`src/rtl/bcd_pkg.sv`:
```
// rtl/bcd_pkg.sv - shared types and constants for the BCD conversion scheduler
package bcd_pkg;

  localparam int DATA_W_DEFAULT = 16;
  localparam int DIGITS_DEFAULT = 5;
  localparam logic [3:0] ADD3_THRESH = 4'd5;

  typedef enum logic [1:0] {
    ST_IDLE    = 2'd0,
    ST_CONVERT = 2'd1,
    ST_STORE   = 2'd2
  } state_e;

  function automatic logic [3:0] add3(input logic [3:0] digit);
    return (digit >= ADD3_THRESH) ? digit + 4'd3 : digit;
  endfunction

endpackage

```
`src/rtl/bcd_dabble_core.sv`:
```
// rtl/bcd_dabble_core.sv - serial double-dabble binary to BCD converter
module bcd_dabble_core
  import bcd_pkg::*;
#(
  parameter int DATA_W = DATA_W_DEFAULT,
  parameter int DIGITS = DIGITS_DEFAULT
) (
  input  logic                clk,
  input  logic                reset,
  input  logic                start,
  input  logic [DATA_W-1:0]   bin_in,
  output logic                done,
  output logic [DIGITS*4-1:0] bcd_out
);

  localparam int BCD_W = DIGITS * 4;
  localparam int CNT_W = $clog2(DATA_W + 1);
  localparam logic [CNT_W-1:0] LAST_CNT = CNT_W'(DATA_W);

  logic [BCD_W-1:0]  digits_q, digits_d, src_dig, adj;
  logic [DATA_W-1:0] shreg_q, shreg_d, src_bin;
  logic [CNT_W-1:0]  cnt_q, cnt_d;
  logic              step_en;

  // The load cycle already performs the first step, so the result is ready
  // DATA_W-1 cycles after start and the scheduler can store it without delay.
  always_comb begin
    src_dig = start ? '0 : digits_q;
    src_bin = start ? bin_in : shreg_q;
    adj     = '0;
    for (int i = 0; i < DIGITS; i++) begin
      adj[i*4 +: 4] = add3(src_dig[i*4 +: 4]);
    end
    {digits_d, shreg_d} = {adj, src_bin} << 1;
    step_en = start || ((cnt_q != '0) && (cnt_q != LAST_CNT));
    cnt_d   = start ? CNT_W'(1) : cnt_q + CNT_W'(1);
  end

  always_ff @(posedge clk) begin
    if (reset) begin
      digits_q <= '0;
      shreg_q  <= '0;
      cnt_q    <= '0;
    end else if (step_en) begin
      digits_q <= digits_d;
      shreg_q  <= shreg_d;
      cnt_q    <= cnt_d;
    end
  end

  assign done    = (cnt_q == LAST_CNT);
  assign bcd_out = digits_q;

endmodule

```
`src/rtl/bcd_conv_scheduler.sv`:
```
// rtl/bcd_conv_scheduler.sv - round-robin multi-channel binary to BCD conversion scheduler
module bcd_conv_scheduler
  import bcd_pkg::*;
#(
  parameter int NUM_CH = 4,
  parameter int DATA_W = DATA_W_DEFAULT,
  parameter int DIGITS = DIGITS_DEFAULT
) (
  input  logic                       clk,
  input  logic                       reset,
  input  logic [NUM_CH-1:0]          req_valid,
  input  logic [NUM_CH*DATA_W-1:0]   req_data,
  output logic [NUM_CH-1:0]          req_ready,
  output logic [NUM_CH*DIGITS*4-1:0] bcd_out,
  output logic [NUM_CH-1:0]          bcd_valid,
  output logic                       busy
);

  localparam int BCD_W = DIGITS * 4;
  localparam int PTR_W = $clog2(NUM_CH);
  localparam logic [PTR_W:0]    NUM_CH_X = (PTR_W + 1)'(NUM_CH);
  localparam logic [PTR_W-1:0]  LAST_CH  = PTR_W'(NUM_CH - 1);
  localparam logic [NUM_CH-1:0] ONE_HOT0 = NUM_CH'(1);

  state_e                  state_q;
  logic [PTR_W-1:0]        rr_ptr_q, gnt_q, grant_idx;
  logic [PTR_W:0]          probe;
  logic                    grant_found, transfer, core_done;
  logic [BCD_W-1:0]        core_bcd;
  logic [NUM_CH*BCD_W-1:0] bcd_out_q;
  logic [NUM_CH-1:0]       bcd_valid_q;

  // Scan downwards so the valid channel closest to rr_ptr wins.
  always_comb begin
    grant_found = 1'b0;
    grant_idx   = '0;
    probe       = '0;
    for (int k = NUM_CH - 1; k >= 0; k--) begin
      probe = {1'b0, rr_ptr_q} + (PTR_W + 1)'(k);
      if (probe >= NUM_CH_X) probe = probe - NUM_CH_X;
      if (req_valid[probe[PTR_W-1:0]]) begin
        grant_found = 1'b1;
        grant_idx   = probe[PTR_W-1:0];
      end
    end
  end

  assign req_ready = ((state_q == ST_IDLE) && !reset && grant_found) ? (ONE_HOT0 << grant_idx) : '0;
  assign transfer  = |(req_valid & req_ready);
  assign busy      = (state_q != ST_IDLE);
  assign bcd_out   = bcd_out_q;
  assign bcd_valid = bcd_valid_q;

  bcd_dabble_core #(
    .DATA_W (DATA_W),
    .DIGITS (DIGITS)
  ) u_core (
    .clk     (clk),
    .reset   (reset),
    .start   (transfer),
    .bin_in  (req_data[grant_idx*DATA_W +: DATA_W]),
    .done    (core_done),
    .bcd_out (core_bcd)
  );

  always_ff @(posedge clk) begin
    if (reset) begin
      state_q     <= ST_IDLE;
      rr_ptr_q    <= '0;
      gnt_q       <= '0;
      bcd_out_q   <= '0;
      bcd_valid_q <= '0;
    end else begin
      bcd_valid_q <= '0;
      unique case (state_q)
        ST_IDLE: begin
          if (transfer) begin
            gnt_q    <= grant_idx;
            rr_ptr_q <= (grant_idx == LAST_CH) ? '0 : grant_idx + 1'b1;
            state_q  <= ST_CONVERT;
          end
        end
        ST_CONVERT: begin
          if (core_done) begin
            bcd_out_q[gnt_q*BCD_W +: BCD_W] <= core_bcd;
            bcd_valid_q <= ONE_HOT0 << gnt_q;
            state_q     <= ST_STORE;
          end
        end
        ST_STORE: state_q <= ST_IDLE;
        default:  state_q <= ST_IDLE;
      endcase
    end
  end

endmodule
```
`config.mk`:
```
export PLATFORM = sky130hd
export DESIGN_NAME = bcd_conv_scheduler
export DESIGN_NICKNAME = d
export VERILOG_FILES = /design/src/rtl/bcd_pkg.sv /design/src/rtl/bcd_dabble_core.sv /design/src/rtl/bcd_conv_scheduler.sv
export SDC_FILE = /design/constraint.sdc
export NUM_CORES = 1
export LEC_CHECK = 0
export CAP_MARGIN = 30
export CORE_UTILIZATION = 35
export CTS_CLUSTER_SIZE = 40
export DETAILED_ROUTE_END_ITERATION = 8
export PLACE_DENSITY_LB_ADDON = 0.05
export SLEW_MARGIN = 20
export SYNTH_ARGS = -nofsm -noshare
export SYNTH_HDL_FRONTEND = slang
export SYNTH_HIERARCHICAL = 1
export SYNTH_SLANG_ARGS = --single-unit
```
`constraint.sdc`:
```
create_clock -name clk -period 8.29 [get_ports clk]
set_clock_uncertainty 0.2 [all_clocks]
set_input_delay 1.658 -clock clk [delete_from_list [all_inputs] [get_ports clk]]
set_output_delay 1.658 -clock clk [all_outputs]
set_load 0.05 [all_outputs]
```
==> impl_metrics.yaml <==
worst_setup_path:
  crit_family: "buffers and inverters"
  r2r_setup_slack_ps: 4750
  regToRegStartpoint: "gnt_q[0]"
  required_ps: 6430
  path_buf_inv: 2
  cp_max_fo: 17
  cp-endpoint: "req_ready[2]"
  worstSetupEndpointType: "output pin"
  arrival_ps: 4020
  crit_path_max_incr_delay_ps: 830
  r2r-end: "bcd_out[25]"
  worstSetupPathType: "primary input to output pin"
  crit_chain: "clkdlybuf4s50_1 -> nor2b_1 -> o221ai_1 -> nand2_1 -> nor2_1 -> clkdlybuf4s50_1"
  cp-start-kind: "primary input"
  crit_path_start: "req_valid[0]"
  path_depth: 6
  cp_common_cell: "clkdlybuf4s50_1"
  cp_slowest_cell: "clkdlybuf4s50_1"
  r2r_cells: 8
synthesis:
  synthCells: 802
  yosysSeqAreaShare: 0.388
  synthFlopType: "dfxtp_1"
  synth_edf_count: 0
  avgSynthCellArea_um2: 8.37
  synth_cell_types: 68
  async_flop_share: 0
  synth_top_area_cell: "dfxtp_1"
  synth.most_common_cell: "dfxtp_1"
  synth_top_area_frac: 0.388
  ys_ff_latch: 130
  ys_warn_count: 6
  syn_nets: 885
  netlist_area_um2: 6710
  yosys-top-cells-area: "dfxtp_1 39%, nand2_1 6.4%, o21ai_0 4.5%"
  ys_top_cells_by_count: "130 x dfxtp_1, 115 x nand2_1, 61 x nor2_1"
grt:
  grt-ovfl-total: 0
  grt_max_degree: 56
  antenna_found_initial: 0
  grt_pass1_wl_um: 35100
  grt_pass1_vias: 6319
  grtUsageTotal: 0.229
cts:
  cts_tree: "yes"
  cts.reportedPaths.clkPinSlew_ps: 60
  clk_path_buf_depth: 2
  postCtsSetupBuffers: 0
  insertion_delay_ps: 430
  postCtsResizedCells: 0
  cts_root_buffer: "clkbuf_16"
  cts_max_level: 4
  cts_sinks: 130
  cts_hold_buf: 0
  cts_buffers: 17
routing:
  drt_iter0_markers: 537
  wl_per_cell_um: 18.9
  vias_per_cell: 5.66
  drcViolationCount: 0
  routed_wl_um: 22300
  dr.pass1.iters: 9
  vias: 6689
  ant_nets: 0
timing:
  finalMaxSlewViolations: 0
  tns_ps: 0
  setup_viol: 0
  fmax_mhz: 170
  hold_viol: 0
  rsz0062_at_grt: "false"
  relSlewSlack: 0.384
  tightest_slew_ps: 923
  min_period_over_period: 0.709
  layout_min_cycle_time_ps: 5880
power:
  power_frac_comb: 0.235
  p_sw_frac: 0.329
  p_leak_uw: 0.00317
  p_clk_frac: 0.377
  p_total_uw: 1890
  powerDensity_nw_per_um2: 210
  p_seq_frac: 0.388
  p_int_uw: 1260
  vdd.ir_drop.worst_uv: 179
  switchingPower_uw: 621
placed_design:
  place_inst: 1148
  dpl.hpwl_um: 16300
  gp_congestion: 0.931
  port_buffers: 158
final_layout:
  seq_area_um2: 2600
  nets: 1018
  fillers: 1820
  layoutNonFillerInstCount: 1181
  drive_gt1_frac: 0.0898
  diodes: 0
  syn_to_final_growth_pct: 33.8
  multi_input_area_um2: 3760
floorplanning:
  die_h_um: 141
  die_w_um: 141
  coreArea_um2: 18800
  fp.dieArea_um2: 19700
  num_rows: 50
  floorplan.initialDensity: 0.358
  pin_count: 159
flow_run:
  drv_cap: 0
outcome:
  status: "finished, final reports clean"
hold_path:
  hp-class: "register to register"
==> state kept, by name, indices dropped and copies added, names as in the netlist <==
name	flops
u_core/cnt_q	5
u_core/shreg_q	15
rr_ptr_q	2
state_q	2
u_core/bcd_out	20
gnt_q	2
bcd_valid	4
bcd_out	80
==> layout by cell type, fill, tap and decap left out, types with 5 or more instances in the layout <==
cell type and n:
o21ai_0 60, nand2b_1 25, mux2_2 6, ha_1 13, inv_1 22, or2_2 5
o32a_1 16, nor2_1 61, nand2_1 115, nor2b_1 9, a21oi_1 45, mux2i_1 27
a21o_1 15, buf_4 11, a22oi_1 14, nand3b_1 8, dfxtp_1 130, o221a_2 16
nor3_1 29, a221oi_1 14, clkbuf_16 17, clkdlybuf4s50_1 157, a22o_1 16, nand3_1 16
==> worst min path at each step <==
stage                                 end            start  slack [ps]  cells after the start
after floorplan           u_core/cnt_q[1]  u_core/cnt_q[1]         260                      2
after global placement         bcd_out[2]       bcd_out[2]         230                      2
after detailed placement       bcd_out[1]       bcd_out[1]         230                      2
after CTS                      bcd_out[0]       bcd_out[0]         250                      2
after global routing           bcd_out[1]       bcd_out[1]         260                      2
final                          bcd_out[0]       bcd_out[0]         240                      2
==> area by class of cell <==
class | count | share of cell area
Tap cell | 234 | 0.0326
Timing Repair Buffer | 170 | 0.186
Multi-Input combinational cell | 593 | 0.419
Clock inverter | 12 | 0.0121
Clock buffer | 19 | 0.0504
Sequential cell | 130 | 0.290
Inverter | 23 | 0.00961
==> worst min-delay path: cells and delay by family, from the launching register on <==
kind,cells,cell delay [ps]
and+or+nand+nor,2,90
DFF,1,310
==> metrics by stage <==
step                      hold WS [ps]  cell area (um2)   util  setup slack [ps]
after CTS                          245             8960  0.477              2420
final                              240             8980  0.479              2410
after floorplan                    262             6710      -              2920
after global placement             233             8370  0.446              2240
after detailed placement           234             8400  0.447              2430
after global routing               255             8980  0.479              2320
==> per-layer routing <==
layer / global-route usage / wire, um / vias up
met5: 0 / 0 / -
met4: 0.0749 / 404 / 0
met3: 0.0465 / 1110 / 28
met2: 0.386 / 10900 / 255
met1: 0.291 / 9890 / 3218
li1: - / - / 3188
==> cells by family (layout without fill, tap and decap cells) <==
kind of cell / Yosys count / after routing / share of synthesized area
DFF: 130 / 130 / 0.388
buffers and inverters: 79 / 224 / 0.0526
adders and majority gates: 13 / 13 / 0.0242
AOI/OAI and AO/OA: 238 / 238 / 0.256
and+or+nand+nor: 304 / 304 / 0.223
xor gates and xnor gates: 5 / 5 / 0.00652
muxes: 33 / 33 / 0.0503
==> power by group through the flow <==
stage               logic, uW  registers [uW]  clock network [uW]
floorplan                 335             706                   0
global placement          420             740                   0
detailed placement        432             742                   0
CTS                       434             728                 726
global route              482             737                 759
finish                    443             732                 711
Note: power is estimated with default switching activity, not from simulation.
